## config.mk

```make
export PLATFORM = sky130hd
export DESIGN_NAME = board_io_ctrl
export DESIGN_NICKNAME = d
export VERILOG_FILES = /design/src/rtl/board_io_pkg.sv /design/src/rtl/debounce_filter.sv /design/src/rtl/board_io_ctrl.sv
export SDC_FILE = /design/constraint.sdc
export NUM_CORES = 1
export LEC_CHECK = 0
export BUFFER_PORTS_ARGS = -buffer_cell sky130_fd_sc_hd__buf_2
export CAP_MARGIN = 20
export CELL_PAD_IN_SITES_DETAIL_PLACEMENT = 0
export CELL_PAD_IN_SITES_GLOBAL_PLACEMENT = 2
export CORE_ASPECT_RATIO = 1.75
export CORE_UTILIZATION = 40
export DETAILED_ROUTE_END_ITERATION = 8
export HOLD_SLACK_MARGIN = 0.03
export PLACE_DENSITY = 0.95
export SLEW_MARGIN = 20
export SYNTH_ARGS = -nofsm -noshare
export SYNTH_HDL_FRONTEND = slang
export SYNTH_HIERARCHICAL = 1
export SYNTH_SLANG_ARGS = --single-unit
```

## constraint.sdc

```tcl
create_clock -name clk -period 6.9 [get_ports clk]
set_input_delay 0 -clock clk [delete_from_list [all_inputs] [get_ports clk]]
set_output_delay 0 -clock clk [all_outputs]
set_load 0.005 [all_outputs]
```

## src/rtl/board_io_pkg.sv

```systemverilog
// Shared types and helpers for the board user-I/O block.
// Latency: n/a (types, constants and a width helper only).
// Backpressure: n/a.
package board_io_pkg;

  // Default PWM resolution used by the package-level duty view.
  localparam int PWM_BITS_DEF = 8;

  // Channel ordinals inside one RGB LED. Packing is {r,g,b}, so r is the
  // most significant field of each LED's slice.
  localparam int CH_R = 0;
  localparam int CH_G = 1;
  localparam int CH_B = 2;
  localparam int N_CH = 3;

  // One LED's duty triple at the default resolution.
  typedef struct packed {
    logic [PWM_BITS_DEF-1:0] r;
    logic [PWM_BITS_DEF-1:0] g;
    logic [PWM_BITS_DEF-1:0] b;
  } rgb_duty_t;

  // Width of a counter that must hold 0..n-1 (never narrower than 1 bit).
  function automatic int cnt_width(input int n);
    return (n <= 2) ? 1 : $clog2(n);
  endfunction

  // Bit offset of a channel within the flat {led}{r,g,b} channel vector.
  function automatic int ch_index(input int led, input int ch);
    return led * N_CH + (N_CH - 1 - ch);
  endfunction

endpackage

```

## src/rtl/debounce_filter.sv

```systemverilog
// Synchroniser plus counting debouncer for one asynchronous input bit.
// Latency: SYNC_STAGES + DEBOUNCE_CYCLES clocks from raw edge to level change.
// Backpressure: none; free-running filter.
// Ports: clk, reset_n (sync, active-low), raw (async pin),
//        level (debounced state), rise (registered 1-cycle pulse on 0->1),
//        rise_next (rise one cycle early, for same-cycle state kept by the parent).
module debounce_filter
  import board_io_pkg::*;
#(
  parameter int SYNC_STAGES     = 2,
  parameter int DEBOUNCE_CYCLES = 1250000
) (
  input  logic clk,
  input  logic reset_n,
  input  logic raw,
  output logic level,
  output logic rise,
  output logic rise_next
);

  localparam int             CW     = cnt_width(DEBOUNCE_CYCLES);
  localparam logic [CW-1:0]  C_LAST = CW'(DEBOUNCE_CYCLES - 1);

  logic [SYNC_STAGES-1:0] sync_q;
  logic [CW-1:0]          cnt_q, cnt_d;
  logic                   stable_q, stable_d;
  logic                   rise_q, rise_d;
  logic                   sync_bit;

  assign sync_bit = sync_q[SYNC_STAGES-1];

  always_comb begin
    cnt_d    = cnt_q;
    stable_d = stable_q;
    if (sync_bit == stable_q) begin
      // Any agreement restarts the count, so a mismatch must be contiguous.
      cnt_d = '0;
    end else if (cnt_q == C_LAST) begin
      stable_d = sync_bit;
      cnt_d    = '0;
    end else begin
      cnt_d = cnt_q + 1'b1;
    end
    rise_d = stable_d & ~stable_q;
  end

  always_ff @(posedge clk) begin
    if (!reset_n) begin
      sync_q   <= '0;
      cnt_q    <= '0;
      stable_q <= 1'b0;
      rise_q   <= 1'b0;
    end else begin
      sync_q   <= {sync_q[SYNC_STAGES-2:0], raw};
      cnt_q    <= cnt_d;
      stable_q <= stable_d;
      rise_q   <= rise_d;
    end
  end

  assign level     = stable_q;
  assign rise      = rise_q;
  assign rise_next = rise_d;

endmodule

```

## src/rtl/board_io_ctrl.sv

```systemverilog
// Board user-I/O: debounced buttons/switches with press pulses and toggles,
// PWM-dimmed RGB LEDs and gated plain LEDs.
// Latency: inputs SYNC_STAGES+DEBOUNCE_CYCLES clocks; LED outputs 1 clock.
// Backpressure: none; all outputs registered, free-running.
// Ports: btn_raw/sw_raw (async pins) -> btn_level/btn_press/btn_toggle/sw_level;
//        rgb_duty {led}{r,g,b}, mono_on, led_enable -> led_rgb {led}{r,g,b}, led_mono.
module board_io_ctrl
  import board_io_pkg::*;
#(
  parameter int N_BTN           = 4,
  parameter int N_SW            = 4,
  parameter int N_RGB           = 4,
  parameter int N_MONO          = 4,
  parameter int SYNC_STAGES     = 2,
  parameter int DEBOUNCE_CYCLES = 1250000,
  parameter int PWM_BITS        = 8
) (
  input  logic                          clk,
  input  logic                          reset_n,
  input  logic [N_BTN-1:0]              btn_raw,
  input  logic [N_SW-1:0]               sw_raw,
  output logic [N_BTN-1:0]              btn_level,
  output logic [N_BTN-1:0]              btn_press,
  output logic [N_BTN-1:0]              btn_toggle,
  output logic [N_SW-1:0]               sw_level,
  input  logic [N_RGB*N_CH*PWM_BITS-1:0] rgb_duty,
  input  logic [N_MONO-1:0]             mono_on,
  input  logic                          led_enable,
  output logic [N_RGB*N_CH-1:0]         led_rgb,
  output logic [N_MONO-1:0]             led_mono
);

  // ---------------------------------------------------------------------
  // Buttons and switches
  // ---------------------------------------------------------------------
  logic [N_BTN-1:0] btn_rise_next;
  logic [N_BTN-1:0] toggle_q, toggle_d;
  logic [N_SW-1:0]  sw_rise_unused;
  logic [N_SW-1:0]  sw_rise_next_unused;

  for (genvar i = 0; i < N_BTN; i++) begin : g_btn
    debounce_filter #(
      .SYNC_STAGES    (SYNC_STAGES),
      .DEBOUNCE_CYCLES(DEBOUNCE_CYCLES)
    ) u_db (
      .clk      (clk),
      .reset_n  (reset_n),
      .raw      (btn_raw[i]),
      .level    (btn_level[i]),
      .rise     (btn_press[i]),
      .rise_next(btn_rise_next[i])
    );
  end

  for (genvar i = 0; i < N_SW; i++) begin : g_sw
    debounce_filter #(
      .SYNC_STAGES    (SYNC_STAGES),
      .DEBOUNCE_CYCLES(DEBOUNCE_CYCLES)
    ) u_db (
      .clk      (clk),
      .reset_n  (reset_n),
      .raw      (sw_raw[i]),
      .level    (sw_level[i]),
      .rise     (sw_rise_unused[i]),
      .rise_next(sw_rise_next_unused[i])
    );
  end

  // Toggle flips on the early rise indication so it lands on the same
  // edge as the registered press pulse.
  assign toggle_d = toggle_q ^ btn_rise_next;

  // ---------------------------------------------------------------------
  // PWM
  // ---------------------------------------------------------------------
  localparam int NCHAN = N_RGB * N_CH;

  logic [PWM_BITS-1:0]       pwm_q, pwm_d;
  logic [NCHAN*PWM_BITS-1:0] shadow_q, shadow_d;
  logic [NCHAN-1:0]          rgb_q, rgb_d;
  logic [N_MONO-1:0]         mono_q, mono_d;

  always_comb begin
    pwm_d    = pwm_q + 1'b1;
    // New duties are taken only across the period boundary, so the
    // period that starts on this edge already compares against them.
    shadow_d = (pwm_q == '1) ? rgb_duty : shadow_q;
    rgb_d    = '0;
    for (int l = 0; l < N_RGB; l++) begin
      for (int c = CH_R; c <= CH_B; c++) begin
        rgb_d[ch_index(l, c)] =
          (pwm_d < shadow_d[ch_index(l, c)*PWM_BITS +: PWM_BITS]) & led_enable;
      end
    end
    mono_d = mono_on & {N_MONO{led_enable}};
  end

  always_ff @(posedge clk) begin
    if (!reset_n) begin
      toggle_q <= '0;
      pwm_q    <= '0;
      shadow_q <= '0;
      rgb_q    <= '0;
      mono_q   <= '0;
    end else begin
      toggle_q <= toggle_d;
      pwm_q    <= pwm_d;
      shadow_q <= shadow_d;
      rgb_q    <= rgb_d;
      mono_q   <= mono_d;
    end
  end

  assign btn_toggle = toggle_q;
  assign led_rgb    = rgb_q;
  assign led_mono   = mono_q;

endmodule

```

==> results.ini <==
[logic_synthesis]
synth_fp_nets=1796
syn_area_per_cell_um2=9.545
synth_area_um2=15310
netlist_instances=1604
yosys_warnings=6

[cts]
insertion_delay_ps=520
clk_pin_slew_worst_paths_ps=60
cts_tree=yes
clock_path_buffers=3
clock_sinks=320
h-tree-depth=2
cts_buffers=34
root_buffer=clkbuf_16

[global_route]
grt.total_usage=0.1883
grt_pass1_wl_um=59710
antenna_found_initial=0
grt_max_degree=72
grt_pass1_vias=12621
grt_overflow=0

[setup_path]
startpoint_type=flip-flop
r2r-start=pwm_q[0]
cp_max_fo=28
crit_chain=ha_1 > nand3_2 > nor2_8 > buf_4 > mux2i_1 > ha_1 > a21o_1 > a21o_1 > a221o_1 > o2bb2ai_1
crit_slowest_cell=dfxtp_1
end_kind=flip-flop
critical_path.top_delay_family=flip-flops
worstRegToRegCells=10
arrival_ps=4380
critPathKind=reg -> reg
worst-path-buf-inv=1
r2r-end=led_rgb[3]
rrSetupSlack_ps=2980
critical_path_required_ps=7350
slowest_delay_ps=980

[power]
clkPwrFrac=0.486
p_sw_frac=0.2108
p_switching_mw=0.8701
p_int_mw=3.258
p_leak_nw=6.764
power_density_nw_per_um2=218.8
p_comb_frac=0.061
ir_drop_uv=179.6
power.total_mw=4.128
seq_power_share=0.453

[sta]
worst_pin_slew_ps=994.7
fin_crit_sh=0.5687
setup_violations=0
fmax_mhz=254.8
rsz0062_at_grt=false
relSlewSlack=0.3360
slew_violations=0
hold_viol_final=0
fin_ws_ps=2976
setup_tns_ps=0
finalCriticalPeriod_ps=3924
clock_skew_ps=13.37

[finish]
fillers=3504
synthToLayoutAreaGrowth_pct=23.25
fin_area_um2=18870
finalNetCount=2053
final_core_util=0.5014
n_antenna_cell=0
drive_gt1_frac=0.1427

[floorplan]
ios=143
core_area_um2=37640
die-height_um=260.8
start_util=0.4068
fp.dieW_um=149.9
num_rows=94
die-area_um2=39090

[placement]
hpwlAfterDp_um=25290
gp_congestion=0.8161
port_buffers=142
pre_cts_slack_ps=3003
dpl_cell_area_um2=16460

[drt]
routedWlPerCell_um=15.44
ant_nets=0
drt_iter0_drc=361
drt_first_pass_iters=6
finalWirelength_um=36510
via_per_inst=5.257
vias=12432
drc_errors=0

[hold_path]
min_path_cells=3
min_to=g_sw[2].u_db/sync_q[0]
worstHoldStart=sw_raw[2]
hp-class=in -> reg

[outcome]
status=finished, final reports clean

[flow_run]
cap_viol_max_count=0

[metrics by stage]
| step | instances | hold slack (ps) |
|---|---|---|
| 6_report | 2365 | 227.4 |
| 5_1_grt | 2365 | 225.5 |
| 4_1_cts | 2365 | 203.8 |
| 3_5_place_dp | 2187 | 213.0 |
| 3_3_place_gp | 2187 | 205.1 |
| 2_1_floorplan | 1604 | 109.2 |
[worst max path at each step]
stage	start	endpoint	slack, ps	depth (start not counted)
floorplan	pwm_q[1]	led_rgb[11]	4360	11
global placement	pwm_q[0]	led_rgb[2]	3110	11
detailed placement	pwm_q[0]	led_rgb[3]	3000	10
CTS	pwm_q[0]	led_rgb[3]	3000	10
global route	pwm_q[0]	led_rgb[3]	2790	10
finish	pwm_q[0]	led_rgb[3]	2980	10
[power by group through the flow]
| stage | Combinational, mW | Sequential (mW) | Clock, mW |
|---|---|---|---|
| 6_report | 0.253 | 1.87 | 2.00 |
| 5_1_grt | 0.279 | 1.87 | 2.14 |
| 4_1_cts | 0.255 | 1.87 | 2.07 |
| 3_5_place_dp | 0.201 | 1.91 | 0 |
| 3_3_place_gp | 0.197 | 1.91 | 0 |
| 2_1_floorplan | 0.122 | 1.91 | 0 |
[timing repair]
item | 4_1_cts | 5_1_grt
hold buffers | 118 | 0
endpoints found under the hold margin | 137 | 0
gates resized for setup | 0 | 0
buffers inserted | 0 | 0
endpoints found under the setup margin | 0 | 0
[layout by cell type (no fill, tap or decap), drive strengths merged]
master and n:
dfxtp 320, nor2 171, buf 151, dlygate4sd3 118, xnor2 107, mux2i 102
nor2b 95, ha 81, nand4 72, nor4 68, nand3 62, nand2 61
inv 57, clkbuf 46, o21ai 44, a21oi 42, xor2 30, and2 29
nor3 29, a21o 28, or3 28, or4 24, a211oi 12, o211ai 12
and4 11, a221o 10, o2bb2ai 10, or2 9, nor4b 8, and3b 8
o21bai 8, o31ai 8, clkinv 7, bufinv 6, and3 5, mux2 2
o2111a 2, o21a 1, clkinvlp 1
[worst register-to-register path: stages, from the launching register on]
cell and delay [ps]:
dfxtp_1 980, ha_1 360, nand3_2 160, nor2_8 460
buf_4 510, mux2i_1 330, ha_1 280, a21o_1 180
a21o_1 170, a221o_1 290, o2bb2ai_1 140
[sequential cells by signal (all words and copies together) (netlist names)]
signal             cells
btn_toggle             4
g_btn.u_db/cnt_q      84
g_btn.u_db/level       4
g_btn.u_db/rise        4
g_btn.u_db/sync_q      8
g_sw.u_db/cnt_q       84
g_sw.u_db/level        4
g_sw.u_db/sync_q       8
led_mono               4
led_rgb               12
pwm_q                  8
shadow_q              96
[area by class of cell]
type / instances / area [um2] / share of cell area
multi-input combinational: 1179 / 8442 / 0.4474
clock buffer: 46 / 1010 / 0.05351
inverter: 57 / 214.0 / 0.01134
clock inverter: 14 / 222.7 / 0.01180
timing repair buffer: 269 / 1974 / 0.1046
sequential: 320 / 6406 / 0.3395
tap: 480 / 600.6 / 0.03183
[routing by layer]
metal	vias to the layer above	global-route usage	routed length (um)
li1	6247	-	-
met1	5899	0.1898	14320
met2	209	0.3714	19450
met3	77	0.02780	1322
met4	0	0.08389	1416
met5	-	0	0
Note: power is estimated with default switching activity, not from simulation.
